===== src/rtl/taxel_mux_scan_seq.sv =====
// Taxel mux scan sequencer: steps mux_config over a channel range with a dwell per channel; break-before-make gap when TAXEL_SCAN_BBM_EN is defined.
// Latency: registered outputs, first code one cycle after start; no backpressure, stop returns to IDLE on the next cycle.
module taxel_mux_scan_seq #(
  parameter int DWELL_W = 8
) (
  input  logic               clk,
  input  logic               rst_n,
  input  logic               start,
  input  logic               stop,
  input  logic [4:0]         first_ch,
  input  logic [4:0]         last_ch,
  input  logic [DWELL_W-1:0] dwell,
  input  logic [2:0]         bbm,
  input  logic               continuous,
  input  logic [1:0]         test_sel,
  output logic [4:0]         mux_config,
  output logic               busy,
  output logic               ch_valid,
  output logic               ch_done,
  output logic               scan_done,
  output logic               cfg_err
);

  localparam logic [4:0]         CODE_OFF   = 5'd25;
  localparam logic [4:0]         LAST_LEGAL = 5'd24;
  localparam logic [DWELL_W-1:0] DW_ONE     = {{(DWELL_W-1){1'b0}}, 1'b1};

  typedef struct packed {
    logic [4:0]         first_ch;
    logic [4:0]         last_ch;
    logic [DWELL_W-1:0] dwell;
`ifdef TAXEL_SCAN_BBM_EN
    logic [2:0]         bbm;
`endif
    logic               continuous;
    logic [1:0]         test_sel;
  } cfg_t;

`ifdef TAXEL_SCAN_BBM_EN
  typedef enum logic [1:0] {S_IDLE, S_DWELL, S_BREAK} state_t;
  logic [2:0] bcnt_q, bcnt_d;
`else
  typedef enum logic [1:0] {S_IDLE, S_DWELL} state_t;
  logic       unused_bbm;
  assign unused_bbm = ^bbm;
`endif

  state_t             state_q, state_d;
  cfg_t               cfg_q, cfg_d;
  logic [4:0]         ch_q, ch_d;
  logic [DWELL_W-1:0] dcnt_q, dcnt_d;
  logic [DWELL_W-1:0] eff_dwell;
  logic [4:0]         mux_config_q, mux_config_d;
  logic               busy_q, busy_d, ch_valid_q, ch_valid_d;
  logic               ch_done_q, ch_done_d, scan_done_q, scan_done_d;
  logic               cfg_err_q, cfg_err_d;
  logic               go_ch, go_dwell;

  assign eff_dwell = (cfg_d.dwell == '0) ? DW_ONE : cfg_d.dwell;

  always_comb begin
    state_d      = state_q;
    cfg_d        = cfg_q;
    ch_d         = ch_q;
    dcnt_d       = dcnt_q;
`ifdef TAXEL_SCAN_BBM_EN
    bcnt_d       = bcnt_q;
`endif
    mux_config_d = '0;
    busy_d       = 1'b0;
    ch_valid_d   = 1'b0;
    ch_done_d    = 1'b0;
    scan_done_d  = 1'b0;
    cfg_err_d    = 1'b0;
    go_ch        = 1'b0;
    go_dwell     = 1'b0;

    case (state_q)
      S_IDLE: begin
        if (start && !stop) begin
          cfg_d.first_ch   = first_ch;
          cfg_d.last_ch    = last_ch;
          cfg_d.dwell      = dwell;
`ifdef TAXEL_SCAN_BBM_EN
          cfg_d.bbm        = bbm;
`endif
          cfg_d.continuous = continuous;
          cfg_d.test_sel   = test_sel;
          // Test codes bypass the range check entirely.
          if (!test_sel[1] && ((last_ch > LAST_LEGAL) || (first_ch > last_ch))) begin
            cfg_err_d = 1'b1;
          end else begin
            ch_d  = first_ch;
            go_ch = 1'b1;
          end
        end
      end
`ifdef TAXEL_SCAN_BBM_EN
      S_BREAK: begin
        if (bcnt_q != 3'd0) begin
          bcnt_d       = bcnt_q - 3'd1;
          mux_config_d = CODE_OFF;
          busy_d       = 1'b1;
        end else begin
          go_dwell = 1'b1;
        end
      end
`endif
      S_DWELL: begin
        if (cfg_q.test_sel[1]) begin
          mux_config_d = {4'b1111, cfg_q.test_sel[0]};
          busy_d       = 1'b1;
          ch_valid_d   = 1'b1;
        end else if (dcnt_q != '0) begin
          dcnt_d       = dcnt_q - DW_ONE;
          mux_config_d = ch_q;
          busy_d       = 1'b1;
          ch_valid_d   = 1'b1;
          ch_done_d    = (dcnt_q == DW_ONE);
          scan_done_d  = ch_done_d && (ch_q == cfg_q.last_ch) && !cfg_q.continuous;
        end else if (ch_q != cfg_q.last_ch) begin
          ch_d  = ch_q + 5'd1;
          go_ch = 1'b1;
        end else if (cfg_q.continuous) begin
          ch_d  = cfg_q.first_ch;
          go_ch = 1'b1;
        end else begin
          state_d = S_IDLE;
        end
      end
      default: state_d = S_IDLE;
    endcase

    // Start of a channel: optional all-off gap, then dwell.
    if (go_ch) begin
`ifdef TAXEL_SCAN_BBM_EN
      if (cfg_d.bbm != 3'd0) begin
        state_d      = S_BREAK;
        bcnt_d       = cfg_d.bbm - 3'd1;
        mux_config_d = CODE_OFF;
        busy_d       = 1'b1;
      end else begin
        go_dwell = 1'b1;
      end
`else
      go_dwell = 1'b1;
`endif
    end

    if (go_dwell) begin
      state_d    = S_DWELL;
      busy_d     = 1'b1;
      ch_valid_d = 1'b1;
      if (cfg_d.test_sel[1]) begin
        mux_config_d = {4'b1111, cfg_d.test_sel[0]};
      end else begin
        mux_config_d = ch_d;
        dcnt_d       = eff_dwell - DW_ONE;
        ch_done_d    = (eff_dwell == DW_ONE);
        scan_done_d  = ch_done_d && (ch_d == cfg_d.last_ch) && !cfg_d.continuous;
      end
    end

    if (stop && (state_q != S_IDLE)) begin
      state_d      = S_IDLE;
      mux_config_d = '0;
      busy_d       = 1'b0;
      ch_valid_d   = 1'b0;
      ch_done_d    = 1'b0;
      scan_done_d  = 1'b0;
    end
  end

  always_ff @(posedge clk or negedge rst_n) begin
    if (!rst_n) begin
      state_q      <= S_IDLE;
      cfg_q        <= '0;
      ch_q         <= '0;
      dcnt_q       <= '0;
`ifdef TAXEL_SCAN_BBM_EN
      bcnt_q       <= '0;
`endif
      mux_config_q <= '0;
      busy_q       <= 1'b0;
      ch_valid_q   <= 1'b0;
      ch_done_q    <= 1'b0;
      scan_done_q  <= 1'b0;
      cfg_err_q    <= 1'b0;
    end else begin
      state_q      <= state_d;
      cfg_q        <= cfg_d;
      ch_q         <= ch_d;
      dcnt_q       <= dcnt_d;
`ifdef TAXEL_SCAN_BBM_EN
      bcnt_q       <= bcnt_d;
`endif
      mux_config_q <= mux_config_d;
      busy_q       <= busy_d;
      ch_valid_q   <= ch_valid_d;
      ch_done_q    <= ch_done_d;
      scan_done_q  <= scan_done_d;
      cfg_err_q    <= cfg_err_d;
    end
  end

  assign mux_config = mux_config_q;
  assign busy       = busy_q;
  assign ch_valid   = ch_valid_q;
  assign ch_done    = ch_done_q;
  assign scan_done  = scan_done_q;
  assign cfg_err    = cfg_err_q;

endmodule


===== config.mk =====
export PLATFORM = sky130hd
export DESIGN_NAME = taxel_mux_scan_seq
export DESIGN_NICKNAME = d
export VERILOG_FILES = /design/src/rtl/taxel_mux_scan_seq.sv
export SDC_FILE = /design/constraint.sdc
export NUM_CORES = 1
export LEC_CHECK = 0
export CORE_ASPECT_RATIO = 0.8
export CORE_MARGIN = 1.5
export CORE_UTILIZATION = 34
export CTS_CLUSTER_DIAMETER = 200
export CTS_CLUSTER_SIZE = 25
export DETAILED_ROUTE_END_ITERATION = 10
export HOLD_SLACK_MARGIN = 0.02
export SYNTH_ARGS = -nofsm -noshare
export SYNTH_HDL_FRONTEND = slang
export SYNTH_SLANG_ARGS = --single-unit

===== constraint.sdc =====
create_clock -name clk -period 2.23 [get_ports clk]
set_input_delay 0.3345 -clock clk [delete_from_list [all_inputs] [get_ports clk]]
set_output_delay 0.3345 -clock clk [all_outputs]
set_load 0.02 [all_outputs]

==> impl_summary.md <==
Drt
Wires add up to 8690 um. The number of DRC violations after detailed routing is 0. After detailed routing, the number of vias per cell comes to 5.12. In the final routed layout, each cell accounts on average for 16.2 um. The first detailed-routing pass took 4 iterations. The violation count after the first detailed-route iteration is 232.

The count of antenna-violating nets left after detailed routing is 0. The via count is 2747.

Clock network
The total CTS buffers is 5. The H-tree was split into 2 levels. The tree is rooted in a sky130_fd_sc_hd__clkbuf_8. The worst-case clock buffer depth is 2. The CTS tree is done.

The insertion delay to the later sink of the worst-skew pair is 0.30 ns. The number of hold buffers added after CTS is 0. After clock tree synthesis, the clock-pin slew on the worst setup and hold paths is 0.09 ns. The number of clock sinks seen by CTS is 44.

Final layout
The antenna diode instance count is 0. After filler insertion, the fill cell instance count of the layout stands at 709. The fraction of final layout cells sized beyond drive strength 1 is 0.422.

The final-stage net count is 466. The area growth from synthesis to final layout is 57.6%. The finished cells cover 4380 um^2. The library cells used most frequently in the layout, excluding fill and tap cells, are sky130_fd_sc_hd__buf_4 (89), sky130_fd_sc_hd__nand2_1 (47), sky130_fd_sc_hd__dfrtp_1 (43). The area of combinational cells with multiple inputs is 1880 um^2. The non-filler instance count after layout is 537.

The area occupied by registers is 1100 um^2. The library cell used most frequently in the layout, excluding fill and tap cells, is sky130_fd_sc_hd__buf_4.

Critical path
In this run the critical register-to-register path is captured at scan_done. The category of the worst setup path capture point is a flip-flop. The data required time at the worst endpoint is 2.44 ns. The kind of start point of the critical path is a flip-flop. The startpoint identified for the worst register-to-register timing path is state_q[0]. The number of cell instances on the worst register-to-register path is 11. Data arrives at the worst endpoint at 2.63 ns. The largest driver fanout on the critical path is 2. The worst setup path is of the reg2reg kind. The slack of the worst reg-to-reg path is -0.19 ns.

Synth
The proportion of register bits with asynchronous set or reset after synthesis is 1.00. The sequential area share after synthesis is 0.396. The number of storage elements in the synthesis netlist is 44. The most used flip-flop cell after synthesis is sky130_fd_sc_hd__dfrtp_1. The count of yosys warnings during synthesis is 0. Summing every instance area after synthesis gives 2780 um^2. The synthesized area per cell is 9.24 um^2. Synthesis produced a netlist whose cell count is 301.

The number of synthesized flops with an enable pin is 0. The number of nets handed over by synthesis was 339. Yosys mapped the design onto 63 distinct sky130hd cell types.

STA
The share of the cycle needed by the critical path after routing is 1.09. The number of slew-limit violations in the final report came to 0. The number of setup violations in the final report is 5. The fmax is 413 MHz. The worst-case headroom to the max-slew limit is 0.615. The final worst setup slack is -0.190 ns. Setup repair after global routing could not meet its margin everywhere.

The final hold violation count is 0. The actual transition at the worst max-transition pin is 0.577 ns. The final critical-path required period is 2.42 ns. The post-route clock skew is 0.00912 ns.

Placed design
The routability-driven placement congestion ratio is 0.903. Summed over all nets, the half-perimeter wirelength after detailed placement is 6380 um. The area of placed instances is 3860 um^2.

The quantity of I/O buffers inserted on ports is 34. Including well taps, the total number of placed cells is 515.

Pwr
The net load switching power is 0.00157 W. Dividing total power by cell area gives a power density of 890 nW/um^2. The internal power of the cells totals 0.00232 W. The static leakage power is 1.93 nW.

The clock power share is 0.140. The worst-case IR drop observed on VDD is 0.000436 V. The share of total power consumed by net switching is 0.404. The sequential share of power is 0.307. The share of total power dissipated in combinational logic is 0.553.

Floorplan
The number of core rows is 29. The x dimension of the die is 104 um. The vertical extent of the die is 83.9 um. The number of top-level pins is 38. The die covers 8740 um^2. The core region is 7950 um^2. For this configuration, the core starts out at a cell density of 0.350.

Global routing
The largest net degree at the start of global routing is 45. The number of global-route vias before repair is 2782. The final global-route overflow total is 0.

The initial antenna violation count is 0. The total routing resource utilization after global routing is 0.202. The global-route wire length before repair is 14200 um.

Flow run
Max-cap violations in this run came to 0.

Run status
The final reports fail on setup timing. The flow ran to the end, but the final reports show violations.

Hold path
The path class of the tightest hold or removal check is in2async.
==> layout make-up <==
class | instances | area share
Clock inverter | 2 | 0.00342
Tap cell | 108 | 0.0308
Clock buffer | 6 | 0.0188
Multi-Input combinational cell | 222 | 0.428
Sequential cell | 44 | 0.251
Timing Repair Buffer | 132 | 0.247
Inverter | 23 | 0.0197
==> synthesized netlist by cell type, drive strengths merged (2+ instances only) <==
library cell	n	area (um^2)
nand4	3	33.8
xor2	3	26.3
buf	10	60.1
mux2	3	33.8
nor2	11	41.3
mux2i	13	134
a311oi	3	26.3
clkbuf	2	7.51
xnor2	17	149
o311a	2	20.0
nand2	49	194
ha	10	125
o2111ai	3	26.3
a21oi	19	95.1
inv	23	86.3
nor3	12	60.1
nor4	6	52.6
nand3	12	72.6
dfrtp	44	1100
o31a	3	26.3
o31ai	2	20.0
o21ai	20	104
and3	2	12.5
a31o	3	35.0
a31oi	2	12.5
==> through the flow <==
stage / total power, W / util / TNS, ns / hold WS (ns) / setup WS, ns
after floorplan: 0.00219 / - / -0.00428 / 0.0389 / -0.00428
after global placement: 0.00294 / 0.486 / -9.22 / 0.452 / -0.702
after detailed placement: 0.00297 / 0.486 / -9.57 / 0.455 / -0.678
after CTS: 0.00368 / 0.527 / -0.203 / 0.125 / -0.145
after global routing: 0.00415 / 0.552 / -1.23 / 0.170 / -0.287
final: 0.00390 / 0.552 / -0.531 / 0.116 / -0.190
==> logic make-up (layout without fill, tap and decap cells) <==
logic type	Yosys count	count (layout)	share of synthesized area
DFF	44	44	0.396
xor gates and xnor gates	20	20	0.0630
buffers and inverters	35	163	0.0553
and+or+nand+nor	106	106	0.202
muxes	16	16	0.0603
AOI/OAI and AO/OA	70	70	0.179
adders and majority gates	10	10	0.0450
==> routing by layer <==
metal  vias up  GRT usage  part of all wire
met5         -          0                 0
met4         0     0.0379             0.012
met3        10     0.0336             0.047
met2        88      0.297              0.43
met1      1320      0.309              0.51
li1       1329          -                 -
==> worst max-delay path: stages (launching register included) <==
cell and delay (ns):
sky130_fd_sc_hd__dfrtp_2 0.45, sky130_fd_sc_hd__nor3b_4 0.24, sky130_fd_sc_hd__buf_4 0.15, sky130_fd_sc_hd__mux2_4 0.31, sky130_fd_sc_hd__nor3_4 0.21, sky130_fd_sc_hd__a21oi_2 0.10, sky130_fd_sc_hd__inv_2 0.09, sky130_fd_sc_hd__ha_4 0.13
sky130_fd_sc_hd__nand4b_1 0.11, sky130_fd_sc_hd__a311oi_2 0.26, sky130_fd_sc_hd__o2111ai_2 0.18, sky130_fd_sc_hd__o32ai_2 0.11
==> how the worst max path moves through the flow <==
stage                      to  slack, ns  startpoint
floorplan           scan_done     -0.004  state_q[0]
global placement    scan_done      -0.70       start
detailed placement  scan_done      -0.68       start
CTS                 scan_done      -0.14  state_q[0]
global route        scan_done      -0.29  state_q[0]
finish              scan_done      -0.19  state_q[0]
==> registers in the layout (all words and copies together), names as in the netlist <==
register	count
cfg_err	1
state_q	1
ch_done	1
scan_done	1
dcnt_q	8
ch_q	5
mux_config	5
ch_valid	1
cfg_q	21
==> power groups by stage <==
stage	sequential, W	clock [W]	combinational, W
floorplan	0.00121	0	0.000974
global placement	0.00119	0	0.00175
detailed placement	0.00120	0	0.00176
CTS	0.00119	0.000561	0.00193
global route	0.00122	0.000595	0.00233
finish	0.00120	0.000547	0.00216
==> repair_timing <==
item                       4_1_cts  5_1_grt
hold endpoints to repair         0        0
pin swaps                       19       27
gates resized for setup         56       50
setup endpoints to repair       17       14
setup buffers                   12        5
(Power assumes the default switching activity.)
